`src/rtl/dmem_port_arbiter_pkg.sv`:
```
// Shared types for the data-memory port arbiter: port owner tags, arbiter
// states and the read-tag record carried alongside each bsram read.
// Optional debug requester port is enabled with `define DMEM_DEBUG_PORT_EN.
package dmem_port_arbiter_pkg;

    localparam int DMEM_AW_DEFAULT = 12;

    // Who issued a given read; the encoding is visible on rd_owner.
    typedef enum logic [1:0] {
        OWN_CPU = 2'd0,
        OWN_RCC = 2'd1,
        OWN_DBG = 2'd2
    } dmem_owner_t;

    // Ownership handoff sequence, repeated once per frame.
    typedef enum logic [1:0] {
        ST_CPU_OWN,
        ST_DRAIN_TO_COPY,
        ST_COPY_OWN,
        ST_DRAIN_TO_CPU
    } arb_state_t;

    typedef struct packed {
        logic        valid;
        dmem_owner_t owner;
    } rd_tag_t;

    localparam rd_tag_t RD_TAG_IDLE = '{valid: 1'b0, owner: OWN_CPU};

endpackage

```
`src/rtl/dmem_rd_tag_pipe.sv`:
```
// Shift register that delays each read's {valid, owner} tag by the bsram
// read latency, so the tag lines up with the data returning from memory.
module dmem_rd_tag_pipe
    import dmem_port_arbiter_pkg::*;
#(
    parameter int DEPTH = 1
) (
    input  logic       system_clk,
    input  logic       reset,
    input  logic       in_valid,
    input  logic [1:0] in_owner,
    output logic       out_valid,
    output logic [1:0] out_owner
);

    rd_tag_t stage [DEPTH];

    // Advance the tag pipe one stage per cycle; reset drops in-flight reads.
    always_ff @(posedge system_clk) begin
        if (reset) begin
            // NOTE: this storage array is reset on purpose -- a stale valid
            // bit after reset would report a read that never happened.
            for (int i = 0; i < DEPTH; i++) begin
                stage[i] <= RD_TAG_IDLE;
            end
        end else begin
            // NOTE: non-blocking assignments let every stage sample the old
            // value of its predecessor, which is what makes this a shift.
            stage[0] <= '{valid: in_valid, owner: dmem_owner_t'(in_owner)};
            for (int i = 1; i < DEPTH; i++) begin
                stage[i] <= stage[i-1];
            end
        end
    end

    assign out_valid = stage[DEPTH-1].valid;
    assign out_owner = stage[DEPTH-1].owner;

endmodule

```
`src/rtl/dmem_port_arbiter.sv`:
```
// Owns the bsram read/write ports and time-slices them between the CPU and
// the copy engines (RCC reads, BC writes), draining in-flight reads before
// each ownership change. Every returning read carries an owner tag.
// `define DMEM_DEBUG_PORT_EN adds a debug requester that steals single
// cycles from the CPU.
module dmem_port_arbiter
    import dmem_port_arbiter_pkg::*;
#(
    parameter int DATA_ADDR_WIDTH = DMEM_AW_DEFAULT,
    parameter int RD_LATENCY      = 1,
    parameter int DBG_MAX_WAIT    = 15
) (
    input  logic                       system_clk,
    input  logic                       reset,
    input  logic                       copy_req,
    output logic                       copy_grant,
    output logic                       cpu_stall,
    input  logic [DATA_ADDR_WIDTH-1:0] cpu_rd_addr,
    input  logic                       cpu_we,
    input  logic [DATA_ADDR_WIDTH-1:0] cpu_wr_addr,
    input  logic [15:0]                cpu_wr_data,
    input  logic [DATA_ADDR_WIDTH-1:0] rcc_rd_addr,
    input  logic                       bc_we,
    input  logic [DATA_ADDR_WIDTH-1:0] bc_wr_addr,
    input  logic [15:0]                bc_wr_data,
`ifdef DMEM_DEBUG_PORT_EN
    input  logic                       dbg_req,
    input  logic                       dbg_we,
    input  logic [DATA_ADDR_WIDTH-1:0] dbg_addr,
    input  logic [15:0]                dbg_wr_data,
    output logic                       dbg_ack,
`endif
    output logic [DATA_ADDR_WIDTH-1:0] mem_rd_addr,
    output logic                       mem_we,
    output logic [DATA_ADDR_WIDTH-1:0] mem_wr_addr,
    output logic [15:0]                mem_wr_data,
    input  logic [15:0]                mem_rd_data,
    output logic [15:0]                rd_data,
    output logic [1:0]                 rd_owner,
    output logic                       rd_valid
);

    localparam logic [1:0] DRAIN_LAST = 2'(RD_LATENCY - 1);

    // Reject parameter values the drain counter and wait counter cannot handle.
    if (RD_LATENCY < 1 || RD_LATENCY > 2) begin : g_bad_rd_latency
        $error("dmem_port_arbiter: RD_LATENCY must be 1 or 2");
    end
    if (DBG_MAX_WAIT < 1) begin : g_bad_dbg_wait
        $error("dmem_port_arbiter: DBG_MAX_WAIT must be at least 1");
    end

    arb_state_t                 state, state_nxt;
    logic [1:0]                 drain_cnt, drain_cnt_nxt;
    logic                       drain_done;
    logic [DATA_ADDR_WIDTH-1:0] last_rd_addr;
    logic                       issue_valid;
    dmem_owner_t                issue_owner;
    logic                       dbg_serve;

    assign drain_done = (drain_cnt == DRAIN_LAST);

`ifdef DMEM_DEBUG_PORT_EN
    localparam int DBG_CNT_W = $clog2(DBG_MAX_WAIT + 1);
    localparam logic [DBG_CNT_W-1:0] DBG_LIMIT = DBG_CNT_W'(DBG_MAX_WAIT);

    logic [DBG_CNT_W-1:0] dbg_wait_cnt;
    logic                 cpu_idle;

    // The CPU is idle when it neither writes nor moves its read address.
    assign cpu_idle  = !cpu_we && (cpu_rd_addr == last_rd_addr);
    assign dbg_serve = !reset && dbg_req && (state == ST_CPU_OWN) &&
                       (cpu_idle || (dbg_wait_cnt >= DBG_LIMIT));
    assign dbg_ack   = dbg_serve;

    // Count how long the debug request has waited while the CPU owns the ports.
    always_ff @(posedge system_clk) begin
        if (reset || !dbg_req || dbg_serve) begin
            dbg_wait_cnt <= '0;
        end else if (state == ST_CPU_OWN && dbg_wait_cnt < DBG_LIMIT) begin
            dbg_wait_cnt <= dbg_wait_cnt + 1'b1;
        end
    end
`else
    assign dbg_serve = 1'b0;
`endif

    // State register, drain counter and the last issued read address.
    always_ff @(posedge system_clk) begin
        if (reset) begin
            state        <= ST_CPU_OWN;
            drain_cnt    <= '0;
            last_rd_addr <= '0;
        end else begin
            state        <= state_nxt;
            drain_cnt    <= drain_cnt_nxt;
            last_rd_addr <= mem_rd_addr;
        end
    end

    // Next-state logic for the CPU -> copy -> CPU handoff with read draining.
    always_comb begin
        // NOTE: defaults first so every path assigns every output and no
        // latch is inferred.
        state_nxt     = state;
        drain_cnt_nxt = drain_cnt;
        case (state)
            ST_CPU_OWN: begin
                if (copy_req) begin
                    state_nxt     = ST_DRAIN_TO_COPY;
                    drain_cnt_nxt = '0;
                end
            end
            ST_DRAIN_TO_COPY: begin
                if (!copy_req) begin
                    state_nxt     = ST_CPU_OWN;
                    drain_cnt_nxt = '0;
                end else if (drain_done) begin
                    state_nxt     = ST_COPY_OWN;
                    drain_cnt_nxt = '0;
                end else begin
                    drain_cnt_nxt = drain_cnt + 2'd1;
                end
            end
            ST_COPY_OWN: begin
                if (!copy_req) begin
                    state_nxt     = ST_DRAIN_TO_CPU;
                    drain_cnt_nxt = '0;
                end
            end
            ST_DRAIN_TO_CPU: begin
                if (drain_done) begin
                    state_nxt     = ST_CPU_OWN;
                    drain_cnt_nxt = '0;
                end else begin
                    drain_cnt_nxt = drain_cnt + 2'd1;
                end
            end
            default: begin
                state_nxt     = ST_CPU_OWN;
                drain_cnt_nxt = '0;
            end
        endcase
    end

    // Port mux: the current owner drives bsram; drain states hold the read
    // address and block writes so nothing new enters the read pipe.
    always_comb begin
        copy_grant  = (state == ST_COPY_OWN);
        cpu_stall   = (state != ST_CPU_OWN) || dbg_serve;
        mem_rd_addr = last_rd_addr;
        mem_we      = 1'b0;
        mem_wr_addr = cpu_wr_addr;
        mem_wr_data = cpu_wr_data;
        issue_valid = 1'b0;
        issue_owner = OWN_CPU;
        case (state)
            ST_CPU_OWN: begin
                issue_valid = 1'b1;
                if (dbg_serve) begin
`ifdef DMEM_DEBUG_PORT_EN
                    mem_rd_addr = dbg_addr;
                    mem_we      = dbg_we;
                    mem_wr_addr = dbg_addr;
                    mem_wr_data = dbg_wr_data;
`endif
                    issue_owner = OWN_DBG;
                end else begin
                    mem_rd_addr = cpu_rd_addr;
                    mem_we      = cpu_we;
                end
            end
            ST_COPY_OWN: begin
                mem_rd_addr = rcc_rd_addr;
                mem_we      = bc_we;
                mem_wr_addr = bc_wr_addr;
                mem_wr_data = bc_wr_data;
                issue_valid = 1'b1;
                issue_owner = OWN_RCC;
            end
            default: begin
            end
        endcase
        if (reset) begin
            mem_rd_addr = '0;
            mem_we      = 1'b0;
            mem_wr_addr = '0;
            mem_wr_data = '0;
            issue_valid = 1'b0;
        end
    end

    dmem_rd_tag_pipe #(
        .DEPTH (RD_LATENCY)
    ) u_rd_tag_pipe (
        .system_clk (system_clk),
        .reset      (reset),
        .in_valid   (issue_valid),
        .in_owner   (issue_owner),
        .out_valid  (rd_valid),
        .out_owner  (rd_owner)
    );

    assign rd_data = mem_rd_data;

endmodule

```
`config.mk`:
```
export PLATFORM = sky130hd
export DESIGN_NAME = dmem_port_arbiter
export DESIGN_NICKNAME = d
export VERILOG_FILES = /design/src/rtl/dmem_port_arbiter_pkg.sv /design/src/rtl/dmem_rd_tag_pipe.sv /design/src/rtl/dmem_port_arbiter.sv
export SDC_FILE = /design/constraint.sdc
export NUM_CORES = 1
export LEC_CHECK = 0
export ABC_AREA = 1
export CORE_MARGIN = 2
export CORE_UTILIZATION = 27
export CTS_CLUSTER_DIAMETER = 100
export CTS_CLUSTER_SIZE = 10
export DETAILED_ROUTE_END_ITERATION = 10
export GPL_TIMING_DRIVEN = 0
export PLACE_DENSITY = 0.79
export SYNTH_ARGS = -nofsm -noshare
export SYNTH_HDL_FRONTEND = slang
export SYNTH_SLANG_ARGS = --single-unit
```
`constraint.sdc`:
```
create_clock -name system_clk -period 1.33 [get_ports system_clk]
set_input_delay 0.266 -clock system_clk [delete_from_list [all_inputs] [get_ports system_clk]]
set_output_delay 0.266 -clock system_clk [all_outputs]
set_load 0.02 [all_outputs]
```
# ---- Word-level counts from Yosys, hierarchy flattened
# Memories as Yosys holds them, arrays and structs flattened.
# Cells that the tools add are included.
dict set report totals {
  reg_bits 16
  latchBits 0
  ram_bits 2
  mem_bits_ro 0
  inputBits 101
  out_inout_bits 62
  word_cells 46
  mem_count 1
}
# name words word_bits read_ports rd_clocked_by_memory_dff wr line_no
set mem_list {}
lappend mem_list {u_rd_tag_pipe.stage 1 2 1 0 1 dmem_rd_tag_pipe.sv:16} ;# rd_tag_t stage [DEPTH];
dict set report classes {
  add_sub_neg 1
  multipliers 0
  n_div 0
  magnitude_cmp 0
  eq_ne 7
  shifts 0
  muxes 27
  bitwise_logic 0
  n_reduce_logical 7
}
# op n
set ops {}
lappend ops {{$mux W12} 3}
lappend ops {{$mux W16} 2}
lappend ops {{$pmux W12 S2} 1}
lappend ops {{$mux W2} 10}
lappend ops {{$pmux W2 S4} 2}
lappend ops {{$mux W1} 8}
lappend ops {{$ne A2 B2 Y1 const B} 3}
lappend ops {{$eq A2 B2 Y1 const B} 2}
lappend ops {{$logic_not A2 Y1} 2}
lappend ops {{$reduce_and A4 Y1} 1}
lappend ops {{$reduce_or A2 Y1} 2}
lappend ops {{$ne A3 B3 Y1 const B} 1}
lappend ops {{$add A2 B1 Y2 const B} 1}
lappend ops {{$eq A2 B1 Y1 const B} 1}
lappend ops {{$pmux W1 S2} 1}
lappend ops {{$reduce_and A2 Y1} 1}
lappend ops {{$reduce_bool A2 Y1} 1}

# ---- Logic depth before layout (Yosys ltp)
# Gate-level depths: netlist of run 1.
dict set report logic_depth {
  depth_word 5
  ltp_mapped 7
  mapped_depth_nobuf 6
}

# ---- Cells and area by module
# From an unflattened synthesis of run 1, not the netlist that was laid out.
dict set report unflattened {
  hier_cells 255
  area_unflattened_um2 1473.9
}
# mod instances cells_each area_per_inst_um2 seq_area_each_um2
set modules_own_cells {}
lappend modules_own_cells {dmem_port_arbiter 1 246 1391.3 320.3}
lappend modules_own_cells {dmem_rd_tag_pipe 1 9 82.6 60.1}

# ---- Worst setup path after synthesis of run 1
# Ideal clock, no wire load.
dict set report synth_timing {
  kind {flip-flop to output port}
  from {register state[0]}
  to {output mem_rd_addr[3]}
  arrival_time_ps 1260
  t_required_ps 1064
  path_slack_ps -196
  stages_incl_launch_ff 6
  n_path_buf 2
  path_cell_list {dfxtp_1 > buf_2 > nor2_2 > buf_4 > nand2_1 > a31oi_1}
}
dict set report synth_between {
  elab_chain_cells 3
  word_cells_on_any_way 4
  classes_between {eq/ne: 1; mux: 2; reduce/logical: 1}
}
# element line_no
set synth_rtl {}
lappend synth_rtl {{from (decl)} dmem_port_arbiter.sv:53} ;# arb_state_t state, state_nxt;
lappend synth_rtl {{from (signal assigned)} dmem_port_arbiter.sv:95} ;# state <= state_nxt;
lappend synth_rtl {{$eq A2 B2 Y1 or $logic_not A2 Y1 (tied branches)} dmem_port_arbiter.sv:157} ;# case (state)
lappend synth_rtl {{$pmux W12 S2 *} dmem_port_arbiter.sv:157}
lappend synth_rtl {{$mux W12 *} dmem_port_arbiter.sv:184} ;# if (reset) begin
lappend synth_rtl {{to (decl)} dmem_port_arbiter.sv:33} ;# output logic [DATA_ADDR_WIDTH-1:0] mem_rd_addr,
# Every way passes the cells marked *; elsewhere a longest branch is shown, timed or not.

==> summary.txt, run 1 <==
Status
  – Status: finished, violations left
  – Failing checks: setup timing

Final layout
  – N_diodes: 0
  – P&R area growth vs syn: 166%
  – Fin nets: 524
  – Design Area, Final: between 3000 and 4000 µm²
  – Filler instances: roughly 380
  – Share of cells above drive strength 1: between 40% and 50%

Synth
  – Area contributors post-synth: dfxtp_1 (25%), nor2_1 (16%), nand2_1 (15%)
  – Cell area after synthesis: between 1000 and 1500 µm²
  – Synth cell count leaders: nor2_1 (59), nand2_1 (56), inv_1 (30)
  – Dominant cell type by area after synthesis: dfxtp_1
  – Yosys warnings: 0
  – Syn Inst Count: between 200 and 300
  – Post-synth ARST share: 0%
  – Most numerous cell in the Yosys netlist: nor2_1
  – Synth Flop Type: dfxtp_1
  – Post-Syn Nets: roughly 360
  – Post-synthesis average cell area: 5.61 µm²
  – Seq/Total Area, Yosys: 25.5%
  – Top cell type's share of synthesized area: 25.5%
  – Synth unique cells: 18
  – EDFF count, synth: 0
  – #FFs+latches synth: 18

CTS
  – CTS tree: built
  – CTS Buffer Depth: 2
  – Clock transition at the registers of the reported paths: 0.06 ns
  – # hold bufs at CTS: 0
  – CTS Buf Count: 3
  – CTS H-tree lvls: 1
  – CTS Root Cell: clkbuf_8
  – Clock sinks: 18
  – Skew-Pair Late Insertion Delay: between 0.2 and 0.3 ns

Floorplan
  – Core area: 5070 µm²
  – Initial core utilization: between 20% and 30%
  – Num rows: 26
  – Ports: 163
  – Die Y: 76.4 µm
  – Chip width: 76.4 µm
  – Die ar.: 5830 µm²

Timing
  – Final setup violation count: 43
  – Peak Freq: ~570 MHz
  – Final worst slack: -0.437 ns
  – Setup_tns: -15.17 ns
  – Minimum clock period: roughly 1.8 ns
  – Final Cycle Share: 133%
  – Final number of hold-violating endpoints: 0
  – Unrepaired setup endpoints after global routing: yes
  – Fin. max-slew vios: 0
  – Fin Clk Skew: 0.000842 ns

Drt
  – 1st-pass router iterations: 4
  – Vias per inst: roughly 4.5
  – Vias after detailed routing: 2,217
  – Drt initial violations: 76
  – Routed WL: ~7300 µm
  – DR WL/cell: around 15 µm
  – ANT nets after route: 0
  – DRC Markers: 0

Pwr
  – P_sw: 0.000784 W
  – Switching share of power: about 35%
  – Max rail drop VDD: roughly 610 µV
  – Int Power: 0.00148 W
  – Pleak: ~1.8 nW
  – PD cells: 601 nW/µm²
  – Sequential Power Share: a little over a quarter
  – Gate power share: a little under three fifths
  – Clock network power share: approximately 16%
  – Overall Power: between 0.002 and 0.0025 W

Worst setup path
  – Critical path arrival: 1.50 ns
  – Crit start category: register
  – CP Max Fanout: 10
  – Crit. End Element: output pin
  – Worst Path Required: roughly 1.1 ns
  – Crit path kind: register to output pin

Global routing
  – Number of global-route vias before repair: roughly 2,000
  – GRT Residual Overflow: 0
  – GRT Util Overall: between 20% and 30%
  – First-pass GRT wire length: around 10000 µm
  – Largest net degree at the start of global routing: 11
  – Initial antenna violation count: 0

Job
  – Max Cap Viol: 0

Placed design
  – Final Wtd Congestion: approximately 0.83
  – DP Area: 3050 µm²
  – Post-DP HPWL: 4680 µm
  – I/O Buffers: ~140

Worst hold path
  – HP Class: primary input to register
## cells in the final DEF (no fill, tap or decap), types with 12 or more instances in the layout
cell,synthesis,layout
dfxtp_1,18,16
nand2_2,0,21
o21ai_1,3,21
nor2_2,1,34
nand3_2,0,12
nand2_1,56,29
buf_6,0,47
nor2_4,1,21
buf_4,19,30
clkdlybuf4s50_1,0,99
inv_1,30,18
inv_2,2,12
## cell type report
type	instances	area, µm²	area share [%]
multi-input cells	171	1140	30.3
clock buffers	3	41.3	1.10
repair buffers	164	1720	45.7
inverters	32	130	3.46
well taps	70	87.6	2.33
flip-flops and latches	18	368	9.77
repair inverters	1	7.51	0.199
plain buffers	30	269	7.15
## kinds of logic after synthesis
kind of cell             share of synthesized area, %
AND/OR/NAND/NOR                                  37.5
other                                           0.265
buffers and inverters                            22.4
adder cells (fa/ha/maj)                          1.77
AO/OA/AOI/OAI                                    12.6
flip-flops                                       25.5
## flip-flops by register name, summed over array words and instances, names as in the netlist, named ones only
signal,count
drain_cnt,2
last_rd_addr,12
state,1
u_rd_tag_pipe.stage,2
## worst paths after layout
path	slack [ns]	to	depth (start not counted)	startpoint
max	-0.44	mem_wr_addr[3]	7	register
min	0.32	register	2	reset
max reg2reg	0.02	last_rd_addr[11]$_SDFF_PP0_	9	register
min reg2reg	0.48	drain_cnt[0]$_SDFFE_PP0P_	2	drain_cnt[0]$_SDFFE_PP0P_
## power by group through the flow
| stage | logic, W | clock network, W | registers (W) |
|---|---|---|---|
| after floorplan | 0.000475 | 0 | 0.000603 |
| after global placement | 0.00101 | 0 | 0.000600 |
| after detailed placement | 0.00102 | 0 | 0.000602 |
| after CTS | 0.00113 | 0.000375 | 0.000589 |
| after global routing | 0.00137 | 0.000401 | 0.000597 |
| final | 0.00130 | 0.000371 | 0.000594 |
## stage by stage
stage | util (%) | worst slack [ns] | hold WS (ns) | instances
floorplan | - | -0.0134 | 0.433 | 252
finish | 74.2 | -0.437 | 0.321 | 489
global placement | 60.1 | -0.705 | 0.464 | 466
detailed placement | 60.1 | -0.729 | 0.478 | 466
global route | 74.2 | -0.518 | 0.319 | 489
CTS | 65.5 | -0.396 | 0.315 | 479
## critical path, stage by stage (launching register included)
cell,delay (ns)
dfxtp_4,0.38
inv_4,0.04
nor2_4,0.13
buf_12,0.15
buf_8,0.14
o21ai_0,0.11
nor2_2,0.14
buf_4,0.15
## routing by layer
metal / part of all wire [%] / GRT usage (%) / wire (µm)
met5: 0 / 0 / 0
met4: 0.60 / 3.09 / 44
met3: 7.0 / 3.91 / 508
met2: 55 / 40.3 / 4020
met1: 37 / 23.1 / 2710
## timing repair
item,in CTS,in global routing
cloned,2,3
setup endpoints to repair,45,45
gates resized for setup,298,102
pin swaps,9,22
buffers inserted,8,8
hold endpoints to repair,0,0
Power figures use the tool's default switching activity.
==> run 2: changes to the inputs <==
--- a/config.mk
+++ b/config.mk
@@ -12,6 +12,7 @@
 export CTS_CLUSTER_SIZE = 10
 export DETAILED_ROUTE_END_ITERATION = 10
 export GPL_TIMING_DRIVEN = 0
+export HOLD_SLACK_MARGIN = 0.15
 export PLACE_DENSITY = 0.79
 export SYNTH_ARGS = -nofsm -noshare
 export SYNTH_HDL_FRONTEND = slang
==> results of run 2 <==
Same layout as run 1: the final DEF is identical, and so are final timing and power.
